`src/rtl/csr_pkg.sv`:
```
// Shared types, CSR address map and write-data helper for the CSR access unit.
// Holds the Zicsr op encoding, the access FSM states and the RMW data function.
package csr_pkg;

  localparam int CSR_XLEN = 32;

  typedef enum logic [1:0] {
    CSR_RSVD = 2'b00,
    CSR_RW   = 2'b01,
    CSR_RS   = 2'b10,
    CSR_RC   = 2'b11
  } csr_op_e;

  typedef enum logic [1:0] {
    ST_IDLE  = 2'b00,
    ST_READ  = 2'b01,
    ST_WRITE = 2'b10,
    ST_RESP  = 2'b11
  } csr_state_e;

  localparam logic [11:0] CSR_MISA      = 12'h301;
  localparam logic [11:0] CSR_MVENDORID = 12'hF11;
  localparam logic [11:0] CSR_MARCHID   = 12'hF12;
  localparam logic [11:0] CSR_MCYCLE    = 12'hB00;
  localparam logic [11:0] CSR_MCYCLEH   = 12'hB80;
  localparam logic [11:0] CSR_MINSTRET  = 12'hB02;
  localparam logic [11:0] CSR_MINSTRETH = 12'hB82;

  function automatic logic [CSR_XLEN-1:0] csr_wdata_f(
    input csr_op_e             op,
    input logic [CSR_XLEN-1:0] old,
    input logic [CSR_XLEN-1:0] src
  );
    logic [CSR_XLEN-1:0] r;
    case (op)
      CSR_RW:  r = src;
      CSR_RS:  r = old | src;
      CSR_RC:  r = old & ~src;
      default: r = old;
    endcase
    return r;
  endfunction

endpackage

```
`src/rtl/csr_access_unit_if.sv`:
```
// Bundle between execute, the CSR access unit and the CSR file.
// master: execute + CSR file side; slave: the access unit.
interface csr_access_unit_if #(
  parameter int XLEN = 32
) ();

  logic            req_valid;
  logic            req_ready;
  logic [1:0]      req_op;
  logic [11:0]     req_addr;
  logic [XLEN-1:0] req_src;
  logic            req_src_zero;

  logic            resp_valid;
  logic            resp_ready;
  logic [XLEN-1:0] resp_rdata;
  logic            resp_illegal;

  logic [11:0]     csr_addr;
  logic            csr_wen;
  logic [XLEN-1:0] csr_wdata;
  logic [XLEN-1:0] csr_rdata;

  modport master (
    output req_valid, req_op, req_addr,
    output req_src, req_src_zero,
    output resp_ready, csr_rdata,
    input  req_ready, resp_valid,
    input  resp_rdata, resp_illegal,
    input  csr_addr, csr_wen, csr_wdata
  );

  modport slave (
    input  req_valid, req_op, req_addr,
    input  req_src, req_src_zero,
    input  resp_ready, csr_rdata,
    output req_ready, resp_valid,
    output resp_rdata, resp_illegal,
    output csr_addr, csr_wen, csr_wdata
  );

endinterface

```
`src/rtl/csr_access_unit.sv`:
```
// Zicsr initiator: reads a CSR, optionally writes back RMW data, returns old value.
// Ports: clock, reset (async active-low), bus (slave modport of csr_access_unit_if).
module csr_access_unit
  import csr_pkg::*;
#(
  parameter int XLEN     = CSR_XLEN,
  parameter bit RO_CHECK = 1'b1
) (
  input logic         clock,
  input logic         reset,
  csr_access_unit_if.slave bus
);

  csr_state_e      state_q, state_d;
  csr_op_e         op_q;
  logic [11:0]     addr_q;
  logic [XLEN-1:0] src_q;
  logic [XLEN-1:0] rdata_q;
  logic            wr_q;
  logic            illegal_q;

  csr_op_e op_in;
  logic    wr_in;
  logic    ill_in;
  logic    accept;

  assign op_in  = csr_op_e'(bus.req_op);
  assign wr_in  = (op_in == CSR_RW) ||
                  (op_in != CSR_RSVD && !bus.req_src_zero);
  assign ill_in = (op_in == CSR_RSVD) ||
                  (RO_CHECK && wr_in &&
                   bus.req_addr[11:10] == 2'b11);
  assign accept = (state_q == ST_IDLE) && bus.req_valid;

  always_ff @(posedge clock or negedge reset) begin
    if (!reset) state_q <= ST_IDLE;
    else        state_q <= state_d;
  end

  always_comb begin
    state_d = state_q;
    unique case (state_q)
      ST_IDLE:
        if (bus.req_valid)
          state_d = ill_in ? ST_RESP : ST_READ;
      ST_READ:
        state_d = wr_q ? ST_WRITE : ST_RESP;
      ST_WRITE:
        state_d = ST_RESP;
      ST_RESP:
        if (bus.resp_ready) state_d = ST_IDLE;
      default:
        state_d = ST_IDLE;
    endcase
  end

  always_ff @(posedge clock or negedge reset) begin
    if (!reset) begin
      op_q      <= CSR_RSVD;
      addr_q    <= '0;
      src_q     <= '0;
      rdata_q   <= '0;
      wr_q      <= 1'b0;
      illegal_q <= 1'b0;
    end else begin
      if (accept) begin
        op_q      <= op_in;
        addr_q    <= bus.req_addr;
        src_q     <= bus.req_src;
        wr_q      <= wr_in;
        illegal_q <= ill_in;
      end
      if (state_q == ST_READ) rdata_q <= bus.csr_rdata;
    end
  end

  // addr_q only moves on accept, so csr_addr naturally
  // keeps its last value while idle.
  always_comb begin
    bus.req_ready    = 1'b0;
    bus.resp_valid   = 1'b0;
    bus.resp_rdata   = '0;
    bus.resp_illegal = 1'b0;
    bus.csr_wen      = 1'b0;
    bus.csr_wdata    = '0;
    bus.csr_addr     = addr_q;
    unique case (1'b1)
      (state_q == ST_IDLE):
        bus.req_ready = 1'b1;
      (state_q == ST_WRITE): begin
        bus.csr_wen   = 1'b1;
        bus.csr_wdata = csr_wdata_f(op_q, rdata_q, src_q);
      end
      (state_q == ST_RESP): begin
        bus.resp_valid   = 1'b1;
        bus.resp_illegal = illegal_q;
        bus.resp_rdata   = illegal_q ? '0 : rdata_q;
      end
      default: ;
    endcase
  end

endmodule

```
`src/flat_wrapper.sv`:
```
// flat-port wrapper written by rule: the top's interface ports become plain ports
module csr_access_unit_flat import csr_pkg::*;
#(
  parameter int XLEN     = CSR_XLEN,
  parameter bit RO_CHECK = 1'b1
)
  (clock, reset, bus_req_valid, bus_req_op, bus_req_addr, bus_req_src, bus_req_src_zero, bus_resp_ready, bus_csr_rdata, bus_req_ready, bus_resp_valid, bus_resp_rdata, bus_resp_illegal, bus_csr_addr, bus_csr_wen, bus_csr_wdata);
  csr_access_unit_if #(.XLEN(XLEN)) bus_i ();
  input logic clock;
  input logic reset;
  input wire logic [$bits(bus_i.req_valid)-1:0] bus_req_valid;
  input wire logic [$bits(bus_i.req_op)-1:0] bus_req_op;
  input wire logic [$bits(bus_i.req_addr)-1:0] bus_req_addr;
  input wire logic [$bits(bus_i.req_src)-1:0] bus_req_src;
  input wire logic [$bits(bus_i.req_src_zero)-1:0] bus_req_src_zero;
  input wire logic [$bits(bus_i.resp_ready)-1:0] bus_resp_ready;
  input wire logic [$bits(bus_i.csr_rdata)-1:0] bus_csr_rdata;
  output wire logic [$bits(bus_i.req_ready)-1:0] bus_req_ready;
  output wire logic [$bits(bus_i.resp_valid)-1:0] bus_resp_valid;
  output wire logic [$bits(bus_i.resp_rdata)-1:0] bus_resp_rdata;
  output wire logic [$bits(bus_i.resp_illegal)-1:0] bus_resp_illegal;
  output wire logic [$bits(bus_i.csr_addr)-1:0] bus_csr_addr;
  output wire logic [$bits(bus_i.csr_wen)-1:0] bus_csr_wen;
  output wire logic [$bits(bus_i.csr_wdata)-1:0] bus_csr_wdata;
  assign bus_i.req_valid = bus_req_valid;
  assign bus_i.req_op = bus_req_op;
  assign bus_i.req_addr = bus_req_addr;
  assign bus_i.req_src = bus_req_src;
  assign bus_i.req_src_zero = bus_req_src_zero;
  assign bus_i.resp_ready = bus_resp_ready;
  assign bus_i.csr_rdata = bus_csr_rdata;
  assign bus_req_ready = bus_i.req_ready;
  assign bus_resp_valid = bus_i.resp_valid;
  assign bus_resp_rdata = bus_i.resp_rdata;
  assign bus_resp_illegal = bus_i.resp_illegal;
  assign bus_csr_addr = bus_i.csr_addr;
  assign bus_csr_wen = bus_i.csr_wen;
  assign bus_csr_wdata = bus_i.csr_wdata;
  csr_access_unit #(.XLEN(XLEN), .RO_CHECK(RO_CHECK)) u_core (.clock(clock), .reset(reset), .bus(bus_i));
endmodule
```
`config.mk`:
```
export PLATFORM = sky130hd
export DESIGN_NAME = csr_access_unit_flat
export DESIGN_NICKNAME = d
export VERILOG_FILES = /design/src/rtl/csr_pkg.sv /design/src/rtl/csr_access_unit_if.sv /design/src/rtl/csr_access_unit.sv /design/src/flat_wrapper.sv
export SDC_FILE = /design/constraint.sdc
export NUM_CORES = 1
export LEC_CHECK = 0
export ABC_AREA = 1
export BUFFER_PORTS_ARGS = -buffer_cell sky130_fd_sc_hd__clkbuf_2
export CAP_MARGIN = 25
export CORE_MARGIN = 4
export CORE_UTILIZATION = 40
export CTS_CLUSTER_DIAMETER = 150
export DETAILED_ROUTE_END_ITERATION = 7
export GPL_ROUTABILITY_DRIVEN = 0
export PLACE_DENSITY = 0.78
export SYNTH_ARGS = -nofsm -noshare
export SYNTH_HDL_FRONTEND = slang
export SYNTH_SLANG_ARGS = --single-unit
```
`constraint.sdc`:
```
create_clock -name clock -period 1.9 [get_ports clock]
set_clock_uncertainty 0.05 [all_clocks]
set_input_delay 0.285 -clock clock [delete_from_list [all_inputs] [get_ports clock]]
set_output_delay 0.285 -clock clock [all_outputs]
set_load 0.03 [all_outputs]
```
## Word level (Yosys, flattened, before mapping)

Cells that the tools add are included.

| operators by class | value |
|---|---|
| eq/ne operators | 10 |
| muxes and demuxes | 13 |
| bitwise gates (word level) | 3 |
| reduce and logical (&&, ||, !) cells | 10 |

Operators with widths:

| cell | number |
|---|---|
| 2-to-1 mux 32 bit | 3 |
| one-hot mux 32 bit (3 select lines) | 1 |
| AND 32 bit | 1 |
| NOT 32 bit | 1 |
| OR 32 bit | 1 |
| == test 2 bit, second input constant | 5 |
| one-hot mux 2 bit (4 select lines) | 1 |
| == test 2 x 1 -> 1 bit, second input constant | 3 |
| 2-to-1 mux 2 bit | 3 |
| 2-to-1 mux 1 bit | 5 |
| zero test 2 bit | 2 |
| != test 2 bit, second input constant | 2 |
| logical AND 1 bit | 3 |
| logical OR 1 bit | 2 |
| AND reduction 2 bit | 1 |
| nonzero test 2 bit | 1 |
| zero test 1 bit | 1 |

| storage, ports and cells | value |
|---|---|
| register bits after elaboration | 82 |
| input bits | 83 |
| output and inout port bits | 80 |

## Longest topological paths before layout

Gate-level depths: netlist (run 1).

| depth | value |
|---|---|
| word-level depth | 8 |
| mapped depth | 7 |
| gate-level depth less buffers | 7 |

## Worst setup path before layout (run 1)

Ideal clock, no wire load.

| path | value |
|---|---|
| path kind | register to output |
| start point | register u_core.state_q[0] |
| end point | output port bus_csr_wdata[10] |
| arrival | 1,687 ps |
| required time | 1,565 ps |
| path slack | -122 ps |
| cell stages (with the launch flop) | 6 |
| path buffers | 1 |
| path through | dfrtp_1 inv_1 ha_1 inv_1 clkbuf_1 a21oi_1 |

| on the way | value |
|---|---|
| longest elaborated chain between the ends | 2 |

Ends and longest elaborated chain:

| item | line | source |
|---|---|---|
| start, declared | csr_access_unit.sv:14 | `csr_state_e state_q, state_d;` |
| start signal, assigned | csr_access_unit.sv:37 | `else state_q <= state_d;` |
| == test 2 bit | csr_access_unit.sv:90 | `(state_q == ST_WRITE): begin` |
| 2-to-1 mux 32 bit | csr_access_unit.sv:87 | `unique case (1'b1)` |
| end, declared | flat_wrapper.sv:24 | `output wire logic [$bits(bus_i.csr_wdata)-1:0] bus_csr_wdata;` |

No other way between the ends.

## Final worst setup path (run 1)

| path | value |
|---|---|
| start point | register u_core.op_q[0] |
| end point | output port bus_csr_wdata[11] |

| on the way | value |
|---|---|
| longest elaborated chain between the ends | 3 |

Ends and longest elaborated chain:

| item | line | source |
|---|---|---|
| start, declared | csr_access_unit.sv:15 | `csr_op_e op_q;` |
| start signal, assigned | csr_access_unit.sv:67 | `op_q <= op_in;` |
| == test 2 bit / == test 2 x 1 -> 1 bit (equally long branches) | csr_pkg.sv:35 | `case (op)` |
| one-hot mux 32 bit (3 select lines) (*) | csr_pkg.sv:35 |  |
| 2-to-1 mux 32 bit (*) | csr_access_unit.sv:87 |  |

Mark *: on every way between the ends. The rest lies on a longest branch, timed or not.

==> impl_metrics.ini, run 1 <==
[run_status]
status = finished, violations left
violations = setup timing

[die]
start_util_pct = 41.12
core_mm2 = 0.01037
die_w_um = 111.3
die_area_mm2 = 0.01238
die_y_um = 111.3
floorplan.rows = 37
io_pins = 163

[global_route]
grtUsageTotal_pct = 21.58
grt_max_degree = 53
grt_use_met3_pct = 4.694
antenna_found_initial = 0
grt_use_met2_pct = 35.50
global_route.usage.met1_pct = 28.48
grt_pass1_vias = 4351
grt-ovfl-total = 0
top_usage_layer = met2
grt_pass1_wl_mm = 21.54

[power]
p_leak_nw = 3.250
power_mw = 12.14
peakVddDrop_mv = 0.9235
power.density_mw_per_mm2 = 1827

[worst_setup_path]
r2r_cells = 5
r2r-end = u_core.rdata_q[20]
start_kind = flop
endpoint_kind = output port
r2r-start = u_core.state_q[1]
reg2reg_slack_ns = 0.34
arrival_ns = 1.71
crit_type = flop to output port
crit_start = u_core.op_q[0]
crit_required_ns = 1.56
critPathMaxFanout = 8

[logic_synthesis]
avgSynthCellArea_um2 = 7.264
async_flop_share_pct = 100.0
yosys_warnings = 0
synth-main-ff-cell = dfrtp_1
netlist_area_mm2 = 0.004264
syn_inst = 587
ys_seq_area_share_pct = 48.12
syn-num-nets = 675
ys_ff_latch = 82
synth-edff-count = 0
ys_types = 16

[clock_network]
numCtsBuffers = 9
clock_sinks = 82
clk_pin_slew_ns = 0.08
htreeDepth = 3
tritoncts = yes
root_buffer = clkbuf_8
clk_latency_ns = 0.35
clock_path_buffers = 2

[sta]
maxSlewHeadroom_pct = 72.06
fmax_ghz = 0.4899
hold_viol = 0
rsz0062_at_grt = yes
worst_slack_ns = -0.1411
setup_viol = 34
tightest_slew_ns = 0.4191
final.setup.tns_ns = -2.961
fin_crit_ns = 2.041
final_max_slew_viol_count = 0
period_share_pct = 107.4

[route]
drc_errors = 0
ant_nets = 0
drt-wirelength-per-cell_um = 16.49
first_iter_violations = 357
drtPass1Iterations = 5
postRouteWirelength_mm = 14.81
viasPerCell = 5.026
via_count = 4513

[layout]
fill_cells = 873
fin_cells = 898
syn2layout_area_growth_pct = 55.84
antenna_cells = 0
finalNetCount = 845
drive_gt1_share_pct = 39.50

[hold_path]
min_to = u_core.bus.csr_addr[5]
min_path_type = primary input to flop
min_from = bus_req_addr[5]
worstHoldPathCells = 3

[placed_design]
pre_cts_ws_ns = 0.1370
dp_hpwl_mm = 8.467
post-place-cells = 864
port_buffers = 162

[run]
maxCapViolCount = 0
## layer usage
metal | vias to the layer above | share of wire, % | routed length, um
li1 | 2164 | - | -
met1 | 2120 | 42 | 6210
met3 | 27 | 7.1 | 1056
met5 | - | 0 | 0
met2 | 202 | 48 | 7158
met4 | 0 | 2.6 | 380
## critical path, cell delays in order, from the launching register on
cell        delay, ns
dfrtp_1          0.41
clkinvlp_4       0.18
buf_12           0.19
nand2_8          0.12
nand3_1          0.08
a21oi_1          0.17
buf_4            0.19
## stage by stage
step	utilization, %	cell area, um2	hold WS (ns)
floorplan	-	4264	-0.06059
global placement	50.18	5204	0.1890
detailed placement	50.18	5204	0.1931
CTS	57.00	5911	0.05144
global route	64.08	6645	0.06056
finish	64.08	6645	0.07181
## power by group
group / internal [mW] / switching [mW] / total, mW
Sequential: 2.61 / 0.582 / 3.19
Clock: 0.678 / 0.655 / 1.33
Combinational: 2.69 / 4.93 / 7.62
Total: 5.98 / 6.16 / 12.1
## cell type report
| class | instances | area [um2] | share of cell area (%) |
|---|---|---|---|
| multi-input cells | 401 | 2337 | 35.17 |
| flip-flops and latches | 82 | 2054 | 30.92 |
| repair buffers | 187 | 1584 | 23.84 |
| inverters | 76 | 294.0 | 4.425 |
| well taps | 136 | 170.2 | 2.561 |
| clock buffers | 12 | 155.1 | 2.335 |
| clock inverters | 4 | 50.05 | 0.7532 |
## synth_stat cells, types with 5 or more instances
library cell	count	area (um2)
buf_2	21	105.1
a21oi_1	33	165.2
nand3_1	34	170.2
buf_6	7	78.83
inv_1	74	277.8
dfrtp_1	82	2052
ha_1	5	62.56
nand2_1	213	799.5
nor2_1	39	146.4
o21ai_0	68	340.3
clkbuf_1	6	22.52
## placed cells by master (no fill, tap or decap), drive strengths merged
cell type / instances
a21oi: 33
clkinv: 1
buf: 77
clkinvlp: 3
bufinv: 1
inv: 75
o21ai: 68
nand3: 34
nor2: 39
nand2: 222
clkbuf: 121
dlygate4sd3: 1
dfrtp: 82
ha: 5
## worst max-delay path by stage
stage | slack, ns | endpoint
global route | -0.20 | bus_csr_wdata[3]
finish | -0.14 | bus_csr_wdata[11]
floorplan | -0.12 | bus_csr_wdata[10]
CTS | -0.11 | bus_csr_wdata[1]
global placement | 0.17 | bus_csr_wdata[1]
detailed placement | 0.14 | bus_csr_wdata[1]
## what timing repair did
action | CTS | global route
resized for setup | 86 | 261
hold buffers | 1 | 0
pin swaps | 38 | 15
setup buffers | 6 | 1
setup endpoints to repair | 64 | 64
cloned | 7 | 3
hold endpoints to repair | 26 | 0
## cells by family (layout without fill, tap and decap cells)
family                   count (synthesis)  in the layout  share of synthesized area (%)
AO/OA/AOI/OAI                          101            101                          11.85
adder cells (fa/ha/maj)                  5              5                          1.467
buffers and inverters                  111            279                          11.77
flip-flops                              82             82                          48.12
AND/OR/NAND/NOR                        288            295                          26.79
## state kept, by name, indices dropped and copies added, names as in the netlist
signal,flops
u_core.bus.csr_addr,12
u_core.illegal_q,1
u_core.op_q,2
u_core.rdata_q,32
u_core.src_q,32
u_core.state_q,2
u_core.wr_q,1
Note: power is estimated with default switching activity, not from simulation.
==> run 2, diff against run 1 <==
CAP_MARGIN = 15   (was 25)
CTS_CLUSTER_DIAMETER = 80   (was 150)
clock period = 2.2 ns   (was 1.9 ns; I/O delays follow)
==> impl_metrics.ini, run 2 (synthesis results as in run 1) <==
[worst_setup_path]
critPathMaxFanout = 32
critical-path-slowest-cell = dfrtp_1
crit_required_ns = 1.82
start_kind = flop
crit_chain = buf_4 -> ha_1 -> nand2_1 -> buf_12 -> nor2_1 -> clkbuf_2
path_buf_inv = 3
crit_type = flop to output port
cpPeakStageDelay_ns = 0.39
arrival_ns = 1.75
endpoint_kind = output port
critical-path-top-delay-family = buffers and inverters

[global_route]
grtUsageTotal_pct = 18.43
grt_pass1_wl_mm = 18.80
grt_max_degree = 65
grt_pass1_vias = 4018
antenna_found_initial = 0
grt-ovfl-total = 0

[sta]
hold_viol = 0
maxSlewHeadroom_pct = 61.78
period_share_pct = 96.71
rsz0062_at_grt = yes
fmax_ghz = 0.4700
setup_viol = 0
final_max_slew_viol_count = 0
tightest_slew_ns = 0.5732
worst_slack_ns = 0.07235
fin_crit_ns = 2.128

[power]
power_mw = 8.624
p_leak_nw = 3.012
power.density_mw_per_mm2 = 1573
peakVddDrop_mv = 0.7108

[layout]
finalInstanceArea_mm2 = 0.005484
finalNetCount = 834
post-route-util_pct = 52.88
layout_common_cells = 213 x nand2_1, 151 x clkbuf_2, 81 x dfrtp_1, 73 x inv_1, 68 x o21ai_0
antenna_cells = 0
fin_cells = 886
syn2layout_area_growth_pct = 28.61
final_common_cell = nand2_1
drive_gt1_share_pct = 27.47

[die]
start_util_pct = 41.12
io_pins = 163
die_w_um = 111.3
die_y_um = 111.3
core_mm2 = 0.01037
die_area_mm2 = 0.01238
floorplan.rows = 37

[placed_design]
post-place-cells = 864
pre_cts_ws_ns = 0.4068
place_area_mm2 = 0.005166
port_buffers = 162
dp_hpwl_mm = 8.266

[clock_network]
clk_latency_ns = 0.34
clk_pin_slew_ns = 0.08
root_buffer = clkbuf_8
clock_sinks = 82
tritoncts = yes
numCtsBuffers = 9
htreeDepth = 3
clock_path_buffers = 2

[run_status]
status = complete, no violations

[hold_path]
min_path_type = primary input to flop

[route]
ant_nets = 0
drtPass1Iterations = 5
via_count = 4249
first_iter_violations = 337
viasPerCell = 4.796
drc_errors = 0
postRouteWirelength_mm = 12.54
drt-wirelength-per-cell_um = 14.16

[run]
maxCapViolCount = 0
[run 2: cell count changes in the layout (fill, tap and decap cells not counted), sizes merged]
cell,change
clkbuf,+41
buf,-51
clkinv,+2
nand2,-3
inv,-1
[run 2: layer usage]
layer	up-vias	track usage (%)	share of wire, %
met5	-	0	0
met2	153	29.03	44
met4	0	5.921	1.9
met3	21	4.749	7.5
li1	2121	-	-
met1	1954	24.84	46
[run 2: final cells by class]
class                           instances  area, um2
Clock buffer                           10      137.6
Clock inverter                          5      55.05
Fill cell                            1049       4886
Inverter                               76      294.0
Multi-Input combinational cell        398       1783
Sequential cell                        82       2053
Tap cell                              136      170.2
Timing Repair Buffer                  179      991.0
[run 2: worst paths after layout]
path	startpoint	endpoint	slack (ns)	depth (start not counted)
worst max register to register	u_core.state_q[1]	u_core.src_q[2]	0.57	7
worst min-delay path	bus_req_addr[8]	u_core.bus.csr_addr[8]	0.13	3
max in group asynchronous	reset	u_core.state_q[1]	0.93	3
min in group asynchronous	reset	u_core.rdata_q[4]	0.47	2
worst min register to register	u_core.bus.csr_addr[9]	u_core.bus.csr_addr[9]	0.43	2
worst max-delay path	u_core.state_q[0]	bus_resp_rdata[18]	0.07	6
[run 2: per-stage QoR]
step / TNS, ns / hold WS (ns)
after floorplan: 0 / -0.01559
after global placement: 0 / 0.3175
after detailed placement: 0 / 0.3139
after CTS: 0 / 0.1037
after global routing: -0.06533 / 0.1071
final: 0 / 0.1284
[run 2: power by group]
group | internal (mW) | switching [mW]
Clock | 0.546 | 0.531
Sequential | 2.25 | 0.459
Combinational | 1.45 | 3.38
[run 2: worst reg2reg max path: cells and delay by family, from the launching register on]
kind                       cells  cell delay, ns
buffers and inverters          3            0.52
DFF                            1            0.42
and+or+nand+nor                2            0.22
adders and majority gates      1            0.21
AOI/OAI and AO/OA              1            0.12
[run 2: repair_timing]
action / CTS / global route
buffers inserted: 0 / 2
setup endpoints to repair: 0 / 32
endpoints found under the hold margin: 40 / 0
resized for setup: 0 / 24
hold buffers: 1 / 0
